### src/rtl/mux_sel_pkg.sv
// rtl/mux_sel_pkg.sv - shared types and constants for the mux select sequencer
// Holds the sequencer state encoding and the default design-address width.
package mux_sel_pkg;

    localparam int ADDR_W_DEFAULT = 8;

    typedef enum logic [2:0] {
        ST_IDLE,
        ST_DISABLE,
        ST_RST_ASSERT,
        ST_RST_RELEASE,
        ST_INC_HI,
        ST_INC_LO,
        ST_ENABLE
    } seq_state_e;

endpackage

### src/rtl/mux_sel_pulse_timer.sv
// rtl/mux_sel_pulse_timer.sv - loadable down-counter timing one control-pulse half-period
// Ports:
//   clk      in   rising-edge clock
//   reset    in   synchronous active-high reset
//   load_i   in   reload the counter so the next timed state lasts PULSE_CYC cycles
//   expire_o out  high in the last cycle of the current timed state
module mux_sel_pulse_timer #(
    parameter int PULSE_CYC = 2
) (
    input  logic clk,
    input  logic reset,
    input  logic load_i,
    output logic expire_o
);

    localparam int CW = $clog2(PULSE_CYC + 1);
    // Loading PULSE_CYC-1 makes expire_o rise in the PULSE_CYC-th cycle after the load.
    localparam logic [CW-1:0] LOAD_VAL = CW'(PULSE_CYC - 1);

    logic [CW-1:0] cnt_q;
    logic [CW-1:0] cnt_d;

    always_comb begin
        cnt_d = cnt_q;
        if (load_i) begin
            cnt_d = LOAD_VAL;
        end else if (cnt_q != '0) begin
            cnt_d = cnt_q - CW'(1);
        end
    end

    always_ff @(posedge clk) begin
        if (reset) begin
            cnt_q <= LOAD_VAL;
        end else begin
            cnt_q <= cnt_d;
        end
    end

    assign expire_o = (cnt_q == '0);

endmodule

### src/rtl/mux_sel_sequencer.sv
// rtl/mux_sel_sequencer.sv - sequences mux control lines to select a target design address
// Ports:
//   clk, reset                  clock and synchronous active-high reset
//   req_valid, req_addr         request to select design req_addr
//   req_ready                   high in IDLE; accept = req_valid && req_ready
//   busy                        high while a select sequence runs
//   done                        one-cycle pulse when the target design is enabled
//   err                         sticky, set by an out-of-range request
//   cur_addr                    currently selected address (valid while ctrl_ena=1)
//   ctrl_sel_rst_n, ctrl_sel_inc, ctrl_ena   registered mux control lines
module mux_sel_sequencer
    import mux_sel_pkg::*;
#(
    parameter int ADDR_W    = ADDR_W_DEFAULT,
    parameter int PULSE_CYC = 2,
    parameter int MAX_ADDR  = 255
) (
    input  logic              clk,
    input  logic              reset,
    input  logic              req_valid,
    input  logic [ADDR_W-1:0] req_addr,
    output logic              req_ready,
    output logic              busy,
    output logic              done,
    output logic              err,
    output logic [ADDR_W-1:0] cur_addr,
    output logic              ctrl_sel_rst_n,
    output logic              ctrl_sel_inc,
    output logic              ctrl_ena
);

    // One extra bit so a MAX_ADDR at or beyond 2**ADDR_W never truncates.
    localparam logic [ADDR_W:0] MAX_EXT = (ADDR_W + 1)'(MAX_ADDR);

    seq_state_e        state_q;
    logic              ready_q;
    logic              busy_q;
    logic              done_q;
    logic              err_q;
    logic              rst_n_q;
    logic              inc_q;
    logic              ena_q;
    logic [ADDR_W-1:0] cur_addr_q;
    logic              cur_valid_q;
    logic [ADDR_W-1:0] tgt_q;
    logic [ADDR_W-1:0] inc_cnt_q;
    logic              full_q;

    logic timer_load;
    logic timer_expire;
    logic accept;
    logic in_range;
    logic same_addr;
    logic incremental;

    assign accept      = req_valid && ready_q;
    assign in_range    = ({1'b0, req_addr} <= MAX_EXT);
    assign same_addr   = cur_valid_q && (req_addr == cur_addr_q);
    assign incremental = cur_valid_q && (req_addr > cur_addr_q);

    // Every timed state is entered either from IDLE or on the expiry of the
    // previous timed state, so reloading on those cycles times them all.
    assign timer_load = (state_q == ST_IDLE) || timer_expire;

    mux_sel_pulse_timer #(
        .PULSE_CYC (PULSE_CYC)
    ) u_timer (
        .clk      (clk),
        .reset    (reset),
        .load_i   (timer_load),
        .expire_o (timer_expire)
    );

    always_ff @(posedge clk) begin
        if (reset) begin
            state_q     <= ST_IDLE;
            ready_q     <= 1'b0;
            busy_q      <= 1'b0;
            done_q      <= 1'b0;
            err_q       <= 1'b0;
            rst_n_q     <= 1'b1;
            inc_q       <= 1'b0;
            ena_q       <= 1'b0;
            cur_addr_q  <= '0;
            cur_valid_q <= 1'b0;
            tgt_q       <= '0;
            inc_cnt_q   <= '0;
            full_q      <= 1'b0;
        end else begin
            done_q <= 1'b0;
            unique case (state_q)
                ST_IDLE: begin
                    ready_q <= 1'b1;
                    busy_q  <= 1'b0;
                    if (accept) begin
                        if (!in_range) begin
                            err_q <= 1'b1;
                        end else begin
                            err_q <= 1'b0;
                            if (same_addr) begin
                                done_q <= 1'b1;
                            end else begin
                                state_q   <= ST_DISABLE;
                                ena_q     <= 1'b0;
                                busy_q    <= 1'b1;
                                ready_q   <= 1'b0;
                                tgt_q     <= req_addr;
                                full_q    <= !incremental;
                                inc_cnt_q <= incremental ? (req_addr - cur_addr_q) : req_addr;
                            end
                        end
                    end
                end
                ST_DISABLE: begin
                    // An incremental request always needs at least one pulse.
                    if (timer_expire) begin
                        if (full_q) begin
                            state_q <= ST_RST_ASSERT;
                            rst_n_q <= 1'b0;
                        end else begin
                            state_q <= ST_INC_HI;
                            inc_q   <= 1'b1;
                        end
                    end
                end
                ST_RST_ASSERT: begin
                    if (timer_expire) begin
                        state_q <= ST_RST_RELEASE;
                        rst_n_q <= 1'b1;
                    end
                end
                ST_RST_RELEASE, ST_INC_LO: begin
                    if (timer_expire) begin
                        if (inc_cnt_q == '0) begin
                            state_q     <= ST_ENABLE;
                            ena_q       <= 1'b1;
                            done_q      <= 1'b1;
                            cur_addr_q  <= tgt_q;
                            cur_valid_q <= 1'b1;
                        end else begin
                            state_q <= ST_INC_HI;
                            inc_q   <= 1'b1;
                        end
                    end
                end
                ST_INC_HI: begin
                    if (timer_expire) begin
                        state_q   <= ST_INC_LO;
                        inc_q     <= 1'b0;
                        inc_cnt_q <= inc_cnt_q - 1'b1;
                    end
                end
                ST_ENABLE: begin
                    state_q <= ST_IDLE;
                    busy_q  <= 1'b0;
                    ready_q <= 1'b1;
                end
                default: begin
                    state_q <= ST_IDLE;
                end
            endcase
        end
    end

    assign req_ready      = ready_q;
    assign busy           = busy_q;
    assign done           = done_q;
    assign err            = err_q;
    assign cur_addr       = cur_addr_q;
    assign ctrl_sel_rst_n = rst_n_q;
    assign ctrl_sel_inc   = inc_q;
    assign ctrl_ena       = ena_q;

endmodule

### config.mk
export PLATFORM = sky130hd
export DESIGN_NAME = mux_sel_sequencer
export DESIGN_NICKNAME = d
export VERILOG_FILES = /design/src/rtl/mux_sel_pkg.sv /design/src/rtl/mux_sel_pulse_timer.sv /design/src/rtl/mux_sel_sequencer.sv
export SDC_FILE = /design/constraint.sdc
export NUM_CORES = 1
export LEC_CHECK = 0
export CORE_AREA = 2 2 70 121
export CTS_CLUSTER_DIAMETER = 50
export DETAILED_ROUTE_END_ITERATION = 16
export DIE_AREA = 0 0 72 123
export SETUP_SLACK_MARGIN = 0.3
export SYNTH_ARGS = -nofsm -noshare
export SYNTH_HDL_FRONTEND = slang
export SYNTH_SLANG_ARGS = --single-unit
### constraint.sdc
create_clock -name clk -period 2.88 [get_ports clk]
set_input_delay 0.576 -clock clk [delete_from_list [all_inputs] [get_ports clk]]
set_output_delay 0.576 -clock clk [all_outputs]
set_load 0.02 [all_outputs]
==> results of run 1 <==
[layout make-up]
class / instances / area (sq um) / share of cell area, %
clock buffers: 6 / 139 / 4.47
inverters: 21 / 78.8 / 2.53
repair buffers: 59 / 510 / 16.4
flip-flops and latches: 37 / 741 / 23.8
multi-input cells: 208 / 1520 / 48.9
clock inverters: 1 / 7.51 / 0.241
well taps: 90 / 113 / 3.62
[through the flow]
stage	utilization (%)	total power, W	TNS (ns)	area, sq um
3_5_place_dp	35.8	0.000793	-0.785	2830
3_3_place_gp	35.8	0.000792	-0.388	2830
4_1_cts	38.1	0.00136	0	3010
5_1_grt	39.3	0.00141	0	3110
2_1_floorplan	-	0.000702	0	2300
6_report	39.3	0.00136	0	3110
[cell families after synthesis]
| kind of cell | Yosys count | share of synthesized area [%] |
|---|---|---|
| buffers and inverters | 35 | 6.19 |
| other | 1 | 0.163 |
| AO/OA/AOI/OAI | 65 | 21.1 |
| AND/OR/NAND/NOR | 110 | 24.8 |
| adder cells (fa/ha/maj) | 12 | 6.85 |
| multiplexers | 15 | 6.85 |
| XOR/XNOR | 5 | 1.90 |
| flip-flops | 37 | 32.2 |
[placed cells by master (no fill, tap or decap), drive strengths merged, types with 8 or more instances in the layout]
| cell | n |
|---|---|
| nand2 | 31 |
| clkdlybuf4s50 | 18 |
| ha | 11 |
| nor2 | 26 |
| inv | 20 |
| dfxtp | 37 |
| nand3 | 8 |
| buf | 35 |
| mux2i | 12 |
| o21ai | 9 |
| a21oi | 24 |
| nor3 | 13 |
[metal layers]
layer | wire, um | vias to the layer above | GRT usage, %
li1 | - | 1111 | -
met2 | 3660 | 49 | 29.7
met3 | 222 | 15 | 2.93
met1 | 2450 | 1056 | 16.3
met4 | 225 | 0 | 7.67
met5 | 0 | - | 0
[worst max-delay path, stage by stage]
cell and delay (ns):
dlygate4sd2_1 0.25, inv_2 0.08, ha_4 0.13, inv_1 0.05, fa_2 0.36, nand3_2 0.10
a21oi_2 0.08, o311ai_4 0.43, mux2_4 0.35, o41ai_4 0.26
[worst paths after layout]
path	startpoint	endpoint	slack, ns
setup / recovery	req_addr[0]	inc_cnt_q[4]	0.40
hold / removal	tgt_q[4]	tgt_q[4]	0.45
setup reg to reg	cur_addr[0]	inc_cnt_q[4]	0.60
hold reg to reg	tgt_q[4]	tgt_q[4]	0.45
[sequential cells by signal, indices dropped and copies added, names as in the netlist, 2 cells and up]
signal and count:
cur_addr 8, tgt_q 8, state_q 3, inc_cnt_q 8, u_timer.cnt_q 2
[what timing repair did]
item                       CTS  global route
resized for setup            9            14
pin swaps                    3             5
buffers inserted             1             2
setup endpoints to repair   10             7
[where the power goes]
part | total [W] | switching [W] | internal [W]
clock | 0.000557 | 0.000217 | 0.000339
sequential | 0.000546 | 0.0000152 | 0.000531
combinational | 0.000253 | 0.000137 | 0.000116
==> impl_metrics.yaml, run 1 <==
synth:
  syn_inst: 280
  synth_nets: 303
  netlist_area_sq_um: 2300
  yosysMostFrequentCell: "dfxtp_1"
  ys_seq_area_share_pct: 32.2
  synth_top_area_cell: "dfxtp_1"
  yosys.cell_types.count: 69
  ys_ff_latch: 37
  synth-edff-count: 0
  netlist.area_leader.share_pct: 32.2
  ys.flop_type: "dfxtp_1"
  syn_area_per_cell_sq_um: 8.22
  synth_commonest_cells: "dfxtp_1, nand2_1, nor2_1"
  ys_warn_count: 0
  synth.area.top_cells: "dfxtp_1, ha_1, mux2i_1, nand2_1, a21oi_1"
  async_flop_share_pct: 0
place:
  numPortBuffers: 24
  hpwl_mm: 4.97
  place_inst: 412
  dpl_worst_slack_ns: -0.177
  place.gp.congestion: 0.917
worst_setup_path:
  critPathKind: "in -> reg"
  critPathCaptureType: "flip-flop"
  crit_path_max_fanout: 4
  required_ns: 3.08
  reg2reg_depth: 8
  crit_path_start_kind: "input pin"
  cp.arrival_ns: 2.67
layout:
  instances_no_fill: 422
  antenna_cells: 0
  area_growth_pct: 35.1
  fin_nets: 355
  n_fill_cell: 787
  drive_gt1_share_pct: 22.6
floorplan:
  fp.coreArea_sq_um: 7910
  fp.dieH_um: 123
  start_util_pct: 29.1
  die_x_um: 72
  die-area_sq_um: 8860
  pin_count: 26
  rows: 43
clock_tree:
  htree_levels: 2
  numCtsBuffers: 5
  cts-root-buf: "clkbuf_16"
  cts_hold_buffers: 0
  cts_tree: "done"
  cts.path.max_buffers: 2
  cts.sinks: 37
  clkLatencyLatePin_ns: 0.29
  clkTransAtPathRegs_ns: 0.06
global_routing:
  antenna_found_initial: 0
  grt_pass1_wl_mm: 10.6
  grt_use_total_pct: 15.8
  grt_pass1_vias: 2187
  grt_max_degree: 29
  gr-total-overflow: 0
pwr:
  power_density_nw_per_um2: 436
  leakagePower_nw: 1.23
  ir_drop_mv: 0.425
sta:
  period_share_pct: 86.0
  worst_slack_ns: 0.404
  setup_viol: 0
  fmax_mhz: 404
  skew_ns: 0.00382
  final_hold_viol_count: 0
  layout_min_cycle_time_ns: 2.48
  fin_hold_ws_ns: 0.454
  rsz0062_at_grt: "true"
  worst_pin_slew_ns: 0.582
  drv_slew: 0
  slew_headroom_pct: 61.2
route:
  finalWirelength_mm: 6.56
  dr_total_vias: 2231
  wire_per_inst_um: 15.5
  ant_nets: 0
  drtIter0Drc: 101
  first_pass_iters: 4
  via_per_inst: 5.29
  drc: 0
status:
  status: "complete, no violations"
worst_hold_path:
  hold_class: "reg -> reg"
  hold_depth: 2
run:
  drv_cap: 0
Power figures use the tool's default switching activity.
==> run 2, diff against run 1 <==
--- a/config.mk
+++ b/config.mk
@@ -7,6 +7,7 @@
 export LEC_CHECK = 0
 export CORE_AREA = 2 2 70 121
 export CTS_CLUSTER_DIAMETER = 50
+export CTS_CLUSTER_SIZE = 16
 export DETAILED_ROUTE_END_ITERATION = 16
 export DIE_AREA = 0 0 72 123
 export SETUP_SLACK_MARGIN = 0.3
==> results of run 2 <==
Same layout as run 1: the final DEF is identical, and so are final timing and power.
